### src/rtl/disp_ch_sched_pkg.sv
// Shared encodings for the display channel scheduler: modes, FSM states
// and channel count.
package disp_ch_sched_pkg;

  localparam int unsigned NUM_CH = 8;

  typedef enum logic [1:0] {
    MODE_MAN  = 2'b00,
    MODE_AUTO = 2'b01,
    MODE_REQ  = 2'b10,
    MODE_MAN2 = 2'b11
  } mode_e;

  typedef enum logic [1:0] {
    ST_IDLE = 2'd0,
    ST_HOLD = 2'd1,
    ST_NEXT = 2'd2
  } state_e;

endpackage

### src/rtl/disp_ch_sched_rr_pick8.sv
// Circular first-one search over 8 requesters, starting just after ptr.
// Purely combinational; ptr itself is searched last.
module rr_pick8
  import disp_ch_sched_pkg::*;
(
  input  logic [7:0] req,
  input  logic [2:0] ptr,
  output logic       valid,
  output logic [2:0] idx
);

  logic [2:0] w_pos;

  always_comb begin
    valid = 1'b0;
    idx   = ptr;
    w_pos = ptr;
    for (int unsigned k = 1; k <= NUM_CH; k++) begin
      w_pos = ptr + 3'(k);
      if (!valid && req[w_pos]) begin
        valid = 1'b1;
        idx   = w_pos;
      end
    end
  end

endmodule

### src/rtl/disp_ch_sched.sv
// Display channel scheduler: manual select, timed auto-scan, or
// request-driven round-robin onto an 8-channel display mux.
module disp_ch_sched
  import disp_ch_sched_pkg::*;
#(
  parameter logic [31:0] DWELL_CYC = 32'd50_000_000
) (
  input  logic       clk,
  input  logic       rst,
  input  logic [1:0] mode,
  input  logic [2:0] sw_sel,
  input  logic [7:0] req,
  input  logic       cpu_wr,
  output logic [2:0] Test,
  output logic       EN,
  output logic [7:0] grant,
  output logic       ch_chg
);

  state_e      r_state, w_state_nxt;
  logic [31:0] r_cnt, w_cnt_nxt, w_cnt_inc;
  logic [2:0]  r_ptr, w_ptr_nxt;
  logic [1:0]  r_mode;
  logic [2:0]  w_test_nxt;
  logic [7:0]  w_grant_nxt;
  logic        w_auto, w_reqm, w_manual;
  logic        w_pick_vld;
  logic [2:0]  w_pick_idx;

  assign w_auto   = (mode == MODE_AUTO);
  assign w_reqm   = (mode == MODE_REQ);
  assign w_manual = !(w_auto || w_reqm);

  rr_pick8 u_pick (
    .req   (req),
    .ptr   (r_ptr),
    .valid (w_pick_vld),
    .idx   (w_pick_idx)
  );

  always_comb begin
    w_state_nxt = r_state;
    w_cnt_nxt   = r_cnt;
    w_ptr_nxt   = r_ptr;
    w_test_nxt  = Test;
    w_grant_nxt = grant;
    w_cnt_inc   = r_cnt + 32'd1;

    if (mode != r_mode) begin
      w_state_nxt = ST_IDLE;
      w_cnt_nxt   = '0;
      w_grant_nxt = '0;
    end else begin
      case (r_state)
        ST_IDLE: begin
          if (w_auto || (w_reqm && (req != 8'd0))) w_state_nxt = ST_NEXT;
        end
        ST_NEXT: begin
          w_cnt_nxt = '0;
          if (w_auto) begin
            w_test_nxt  = Test + 3'd1;
            w_grant_nxt = 8'b1 << (Test + 3'd1);
            w_ptr_nxt   = Test + 3'd1;
            w_state_nxt = ST_HOLD;
          end else if (w_reqm && w_pick_vld) begin
            w_test_nxt  = w_pick_idx;
            w_grant_nxt = 8'b1 << w_pick_idx;
            w_ptr_nxt   = w_pick_idx;
            w_state_nxt = ST_HOLD;
          end else begin
            w_grant_nxt = '0;
            w_state_nxt = ST_IDLE;
          end
        end
        ST_HOLD: begin
          // Terminal compare on the incremented count so that the NEXT cycle
          // is part of the dwell: each channel is shown DWELL_CYC cycles.
          w_cnt_nxt = w_cnt_inc;
          if ((w_cnt_inc == DWELL_CYC - 32'd1) || (w_reqm && !req[Test]))
            w_state_nxt = ST_NEXT;
        end
        default: w_state_nxt = ST_IDLE;
      endcase
    end

    if (w_manual) begin
      w_test_nxt  = sw_sel;
      w_grant_nxt = 8'b1 << sw_sel;
    end
  end

  always_ff @(posedge clk or negedge rst) begin
    if (!rst) begin
      r_state <= ST_IDLE;
      r_cnt   <= '0;
      r_ptr   <= 3'd7;
      r_mode  <= MODE_MAN;
      Test    <= '0;
      EN      <= 1'b0;
      grant   <= '0;
      ch_chg  <= 1'b0;
    end else begin
      r_state <= w_state_nxt;
      r_cnt   <= w_cnt_nxt;
      r_ptr   <= w_ptr_nxt;
      r_mode  <= mode;
      Test    <= w_test_nxt;
      EN      <= cpu_wr;
      grant   <= w_grant_nxt;
      ch_chg  <= (w_test_nxt != Test);
    end
  end

endmodule

### config.mk
export PLATFORM = sky130hd
export DESIGN_NAME = disp_ch_sched
export DESIGN_NICKNAME = d
export VERILOG_FILES = /design/src/rtl/disp_ch_sched_pkg.sv /design/src/rtl/disp_ch_sched_rr_pick8.sv /design/src/rtl/disp_ch_sched.sv
export SDC_FILE = /design/constraint.sdc
export NUM_CORES = 1
export LEC_CHECK = 0
export BUFFER_PORTS_ARGS = -buffer_cell sky130_fd_sc_hd__buf_2
export CORE_ASPECT_RATIO = 0.75
export CORE_MARGIN = 10
export CORE_UTILIZATION = 55
export CTS_CLUSTER_DIAMETER = 80
export DETAILED_ROUTE_END_ITERATION = 16
export PLACE_DENSITY = 0.76
export SYNTH_ARGS = -nofsm -noshare
export SYNTH_HDL_FRONTEND = slang
export SYNTH_HIERARCHICAL = 1
export SYNTH_SLANG_ARGS = --single-unit
### constraint.sdc
create_clock -name clk -period 4.2 [get_ports clk]
set_input_delay 1.05 -clock clk [delete_from_list [all_inputs] [get_ports clk]]
set_output_delay 1.05 -clock clk [all_outputs]
set_load 0.005 [all_outputs]
After elaboration in Yosys (flattened, before gate mapping)
Cells that the tools add are included.
{"block": "word_totals", "register_bits": 52, "output_inout_bits": 13, "wordCells": 121}
{"block": "op_classes", "add_sub_neg": 9, "n_lt_le_gt_ge": 9, "eq_ne": 10, "shift": 3, "muxes": 54, "n_bitwise": 1, "n_reduce_logical": 27}
{"cell": "one-hot mux 32 bit (2 select lines)", "count": 1}
{"cell": "two-way mux 3 bit", "count": 15}
{"cell": "two-way mux 8 bit", "count": 5}
{"cell": "< comparator 3 x 4 -> 1 bit, second input constant", "count": 9}
{"cell": "adder 32 x 1 -> 32 bit, second input constant", "count": 1}
{"cell": "== test 32 x 26 -> 1 bit, second input constant", "count": 1}
{"cell": "two-way mux 32 bit", "count": 1}
{"cell": "binary-select mux 1 bit (select 3 bit)", "count": 9}
{"cell": "<< shifter 1 x 3 -> 8 bit, first input constant", "count": 3}
{"cell": "two-way mux 1 bit", "count": 19}
{"cell": "adder 3 bit, second input constant", "count": 4}
{"cell": "logical AND 1 bit", "count": 10}
{"cell": "zero test 1 bit", "count": 8}
{"cell": "nonzero test 8 bit", "count": 1}
{"cell": "adder 3 x 1 -> 3 bit, second input constant", "count": 2}
{"cell": "adder 3 x 2 -> 3 bit, second input constant", "count": 2}
{"cell": "two-way mux 2 bit", "count": 3}
{"cell": "!= test 3 bit, second input constant", "count": 2}
{"cell": "one-hot mux 2 bit (3 select lines)", "count": 1}
{"cell": "== test 2 x 1 -> 1 bit, second input constant", "count": 2}
{"cell": "== test 2 bit, second input constant", "count": 2}
{"cell": "logical OR 1 bit", "count": 3}
{"cell": "!= test 3 x 1 -> 1 bit, second input constant", "count": 1}
{"cell": "!= test 3 bit", "count": 1}
{"cell": "other kinds (7)", "count": 7}

Logic depth before layout (Yosys ltp)
{"block": "depth", "depth_word": 32, "mapped_depth": 18}

Hierarchy
Netlist, hierarchy kept.
{"module": "disp_ch_sched", "n_inst": 1, "cells_per_inst": 433, "area_per_inst_um2": 3607.2, "seq_area_each_um2": 1305.0}
{"module": "rr_pick8", "n_inst": 1, "cells_per_inst": 102, "area_per_inst_um2": 965.9, "seq_area_each_um2": 0.0}

Least setup slack after synthesis
No wires, ideal clock.
{"block": "synth_path", "path_type": "register to register", "start": "register r_ptr[1]", "end": "register ch_chg", "setup_ns": 0.131, "arrival_time_ns": 4.002, "slack_ns": 0.067, "path_stages_with_launch": 19, "path_buffers": 4, "cell_sequence": "dfstp_2 > buf_6 > clkbuf_1 > inv_1 > ha_1 > buf_2 > buf_2 > mux2i_1 > mux4_2 > nor2_1 > o21ai_0 > o311ai_2 > xnor2_1 > nand3_1 > or4_1 > a21oi_1 > o31a_1 > xnor2_1 > or3_1"}
{"block": "synth_between", "word_cells_on_any_way": 60}
{"element": "start: declaration", "line_no": "disp_ch_sched.sv:22", "text": "logic [2:0] r_ptr, w_ptr_nxt;"}
{"element": "start signal: assignment", "line_no": "disp_ch_sched.sv:105", "text": "r_ptr <= w_ptr_nxt;"}
{"element": "adder 3 x 1 -> 3 bit", "line_no": "disp_ch_sched_rr_pick8.sv:19", "text": "w_pos = ptr + 3'(k);"}
{"element": "binary-select mux 1 bit (select 3 bit)", "line_no": "disp_ch_sched_rr_pick8.sv:20", "text": "if (!valid && req[w_pos]) begin"}
{"element": "two-way mux 1 bit (not written as such)", "line_no": "disp_ch_sched_rr_pick8.sv:20"}
{"element": "two-way mux 1 bit", "line_no": "disp_ch_sched_rr_pick8.sv:20"}
{"element": "zero test 1 bit", "line_no": "disp_ch_sched_rr_pick8.sv:20"}
{"element": "logical AND 1 bit", "line_no": "disp_ch_sched_rr_pick8.sv:20"}
{"element": "two-way mux 1 bit", "line_no": "disp_ch_sched_rr_pick8.sv:20"}
{"element": "zero test 1 bit", "line_no": "disp_ch_sched_rr_pick8.sv:20"}
{"element": "[17 not listed]"}
{"element": "net w_pick_idx[0]", "line_no": "disp_ch_sched.sv:28", "text": "logic [2:0] w_pick_idx;"}
{"element": "two-way mux 3 bit (*)", "line_no": "disp_ch_sched.sv:65", "text": "end else if (w_reqm && w_pick_vld) begin"}
{"element": "two-way mux 3 bit (*)", "line_no": "disp_ch_sched.sv:60", "text": "if (w_auto) begin"}
{"element": "two-way mux 3 bit (*)", "line_no": "disp_ch_sched.sv:54", "text": "case (r_state)"}
{"element": "two-way mux 3 bit (*)", "line_no": "disp_ch_sched.sv:49", "text": "if (mode != r_mode) begin"}
{"element": "two-way mux 3 bit (*)", "line_no": "disp_ch_sched.sv:86", "text": "if (w_manual) begin"}
{"element": "net w_test_nxt[0]", "line_no": "disp_ch_sched.sv:24", "text": "logic [2:0] w_test_nxt;"}
{"element": "!= test 3 bit (*)", "line_no": "disp_ch_sched.sv:110", "text": "ch_chg <= (w_test_nxt != Test);"}
{"element": "end signal: assignment", "line_no": "disp_ch_sched.sv:110"}
{"element": "end: declaration", "line_no": "disp_ch_sched.sv:17", "text": "output logic ch_chg"}
The timed path passes the listed nets; every way through them passes the cells marked *. The select of a mux whose other input is x is not followed.
A chain may end at the register's enable or synchronous reset.

Worst setup path after layout
Ends and elaborated chain as after synthesis.

==> summary.md <==
| Metric | Value |
|---|---|
| Synthesis warning total | 6 |
| Cell Count Post-Placement | ~650 |
| DR iter-0 viols | 438 |
| Count of TritonRoute iterations in the first routing pass | 6 |
| Outcome | finished, final reports clean |
| Maximum clock rate | 258 MHz |
| Clock buffers created by TritonCTS | 5 |
| Critical-path cell list | buf_4 > ha_1 > xor2_1 > mux4_2 > nor2_1 > o21ai_0 > o311ai_2 > xnor2_1 > nand3_1 > or4_1 > a21oi_1 > o31a_1 > xnor2_1 > or3_1 |
| Pwr dens | 295 nW/um^2 |
| Unrepaired setup endpoints after global routing | no |
| Transition time of the tightest slew-check pin | 0.985 ns |
| Post-cts resize count | 0 |
| Final clock period utilization by the worst path | 92.3% |
| Synthesized instance count | ~540 |
| Drt wl/cell | between 15 and 20 um |
| Most common cell on crit path | sky130_fd_sc_hd__xnor2_1 |
| Row Count | 28 |
| Area of the mapped netlist | 4570 sq um |
| CTS H-tree lvls | 2 |
| Filler cell count | between 600 and 700 |
| Sequential element share of the synthesized area | 28.5% |
| Finish-stage setup viols | 0 |
| Required time of the critical path | 4.40 ns |
| Top FF cell, synth | sky130_fd_sc_hd__dfrtp_1 |
| Crit path launch type | flop |
| Vias in the first global route | 3,933 |
| Final sum of negative setup slack | 0 ns |
| Boundary pin count | 29 |
| Maximum number of pins on one net before global-route repair | 42 |
| TritonCTS clock tree | done |
| Total vias in the final route | 4,367 |
| Starting Density | between 50% and 60% |
| EDFF count, synth | 0 |
| Count of antenna diodes in the layout | 0 |
| Post-synthesis sequential element count | 52 |
| Count of buffers inserted at the top-level ports | 28 |
| Share of layout cells above drive strength 1 | 15.7% |
| Share of the core filled with cells in the final layout | between 60% and 70% |
| Routed via count divided by cell count | 6.69 |
| Core Box Area | roughly 8000 sq um |
| Proportion of synthesized flip-flops having asynchronous set or reset | 100% |
| Max clock buf depth | 2 |
| Crit path time final | 3.88 ns |
| GRT Total Usage | 18.7% |
| Final worst clock skew | 0.0110 ns |
| Data arrival at the endpoint of the critical path | 4.08 ns |
| Min setup slack post-route | 0.322 ns |
| # clock sinks | 52 |
| Root buffer selected by CTS | sky130_fd_sc_hd__clkbuf_8 |
| Start-to-end type of the worst setup path | reg2reg |
| Nets in the synthesized netlist | 562 |
| Area occupied by registers | 1310 sq um |
| Avg Cell Area, Syn | between 8 and 9 sq um |
| Clock slew seen by the registers of the worst setup and hold paths | ~0.10 ns |
| Routability congestion estimate | 0.958 |
| Max-Slew Margin vs Limit | 33.7% |
| Area of the die | 12,400 sq um |
| Wire length of the first global-routing pass | 19,800 um |
| Hold Fails Final Rpt | 0 |
| Most common cell after layout, fill and taps aside | sky130_fd_sc_hd__nand2_1 |
| Post-synthesis cell type count | 71 |
| Commonest cells after routing, fill and taps aside | 63 x sky130_fd_sc_hd__nand2_1, 57 x sky130_fd_sc_hd__o21ai_0, 49 x sky130_fd_sc_hd__dfrtp_1 |
| Final HPWL from detailed placement | 8860 um |
| Path class of the lowest-slack min-delay path | reg2reg |
| Congestion Overflow GR | 0 |
| Antenna violation net count after detailed routing | 0 |
| Peak per-stage delay on the critical path | 0.54 ns |
| # Post-CTS Setup Buffers | 0 |
| Cell family with the largest share of critical-path delay | simple AND/OR/NAND/NOR gates |
| Die span in x | approximately 130 um |
| Top fanout value on the critical path | 23 |
| CP max-delay cell | sky130_fd_sc_hd__dfstp_2 |
| Chip height | between 90 and 100 um |
| Area used by multi-input combinational logic | 3050 sq um |
| Final number of max-transition violations | 0 |
| Maximum Capacitance Violations | 0 |
| Total length of routed wires | about 12,000 um |
| Worst-case setup slack after placement | 0.0304 ns |
| Power after layout | 1.44 mW |
| Hold buffers post-CTS | 0 |
| Worst-Skew Late Latency | 0.31 ns |
| Area grow syn2layout | 6.73% |
| Critical Path Sink Type | flop |
| Number of nets in the layout | 574 |
| Leakage power figure | about 1.9 nW |
| Post-route non-filler standard cell count | 653 |
| Number of antenna violations at the first check in global routing | 0 |
| Combined buffer and inverter count along the critical path | 1 |
| DRC violation count after routing | 0 |
| Largest vdd supply drop | 0.190 mV |
-- routing by layer --
layer | GRT usage (%) | vias up | part of all wire, %
met3 | 4.50 | 22 | 7.4
li1 | - | 2055 | -
met5 | 0 | - | 0
met4 | 4.59 | 0 | 1.3
met1 | 27.5 | 2113 | 49
met2 | 26.4 | 177 | 42
-- Yosys cell counts, types with 14 or more instances --
cell type	instances	area share (%)
sky130_fd_sc_hd__nand2_1	63	5.2
sky130_fd_sc_hd__o21ai_0	57	6.2
sky130_fd_sc_hd__dfrtp_1	49	27
sky130_fd_sc_hd__nor2_1	28	2.3
sky130_fd_sc_hd__a21oi_1	21	2.3
sky130_fd_sc_hd__nand3_1	19	2.1
sky130_fd_sc_hd__clkbuf_1	18	1.5
sky130_fd_sc_hd__a31oi_1	15	2.1
sky130_fd_sc_hd__nand4_1	15	2.1
sky130_fd_sc_hd__nor3_1	15	1.6
sky130_fd_sc_hd__o31ai_1	15	2.5
sky130_fd_sc_hd__inv_1	14	1.1
-- cells by family (layout without fill, tap and decap cells) --
kind of cell / after synthesis / after routing / synth area share, %
compound gates: 156 / 156 / 21.9
xor+xnor: 19 / 19 / 3.64
buf+inv: 50 / 63 / 5.01
mux: 35 / 35 / 12.7
simple gates: 212 / 212 / 25.2
fa+ha+maj: 11 / 11 / 3.01
flops: 52 / 52 / 28.5
-- flip-flops by register name, indices dropped and copies added, names as in the netlist --
name / cells
r_mode: 2
ch_chg: 1
Test: 3
r_state: 2
r_ptr: 3
EN: 1
r_cnt: 32
grant: 8
-- worst min-delay path, delay by kind of cell, from the launching register on --
kind / cells / cell delay (ns)
flops: 1 / 0.35
simple gates: 1 / 0.04
compound gates: 1 / 0.06
-- cell type report --
cell class	count	area share, %
tap	105	2.69
timing repair buffer	40	4.72
inverter	15	1.15
clock inverter	2	0.795
sequential	52	26.7
clock buffer	6	1.49
multi-input combinational	433	62.4
-- through the flow --
stage | instance area [sq um] | hold slack (ns)
CTS | 4880 | 0.495
floorplan | 4570 | 0.439
finish | 4880 | 0.485
global route | 4880 | 0.534
detailed placement | 4770 | 0.471
global placement | 4770 | 0.458
-- final timing paths --
kind	startpoint	endpoint	slack, ns	cells after the start
setup / recovery	r_ptr[1]	ch_chg	0.32	14
hold / removal	grant[6]	grant[6]	0.49	2
setup reg to reg	r_ptr[1]	ch_chg	0.32	14
hold reg to reg	grant[6]	grant[6]	0.49	2
max in group asynchronous	rst	r_ptr[1]	2.68	2
min in group asynchronous	rst	grant[7]	0.68	1
-- power by group --
group	switching [mW]	internal, mW
Combinational	0.284	0.230
Sequential	0.0443	0.523
Clock	0.176	0.180
Power figures use the tool's default switching activity.
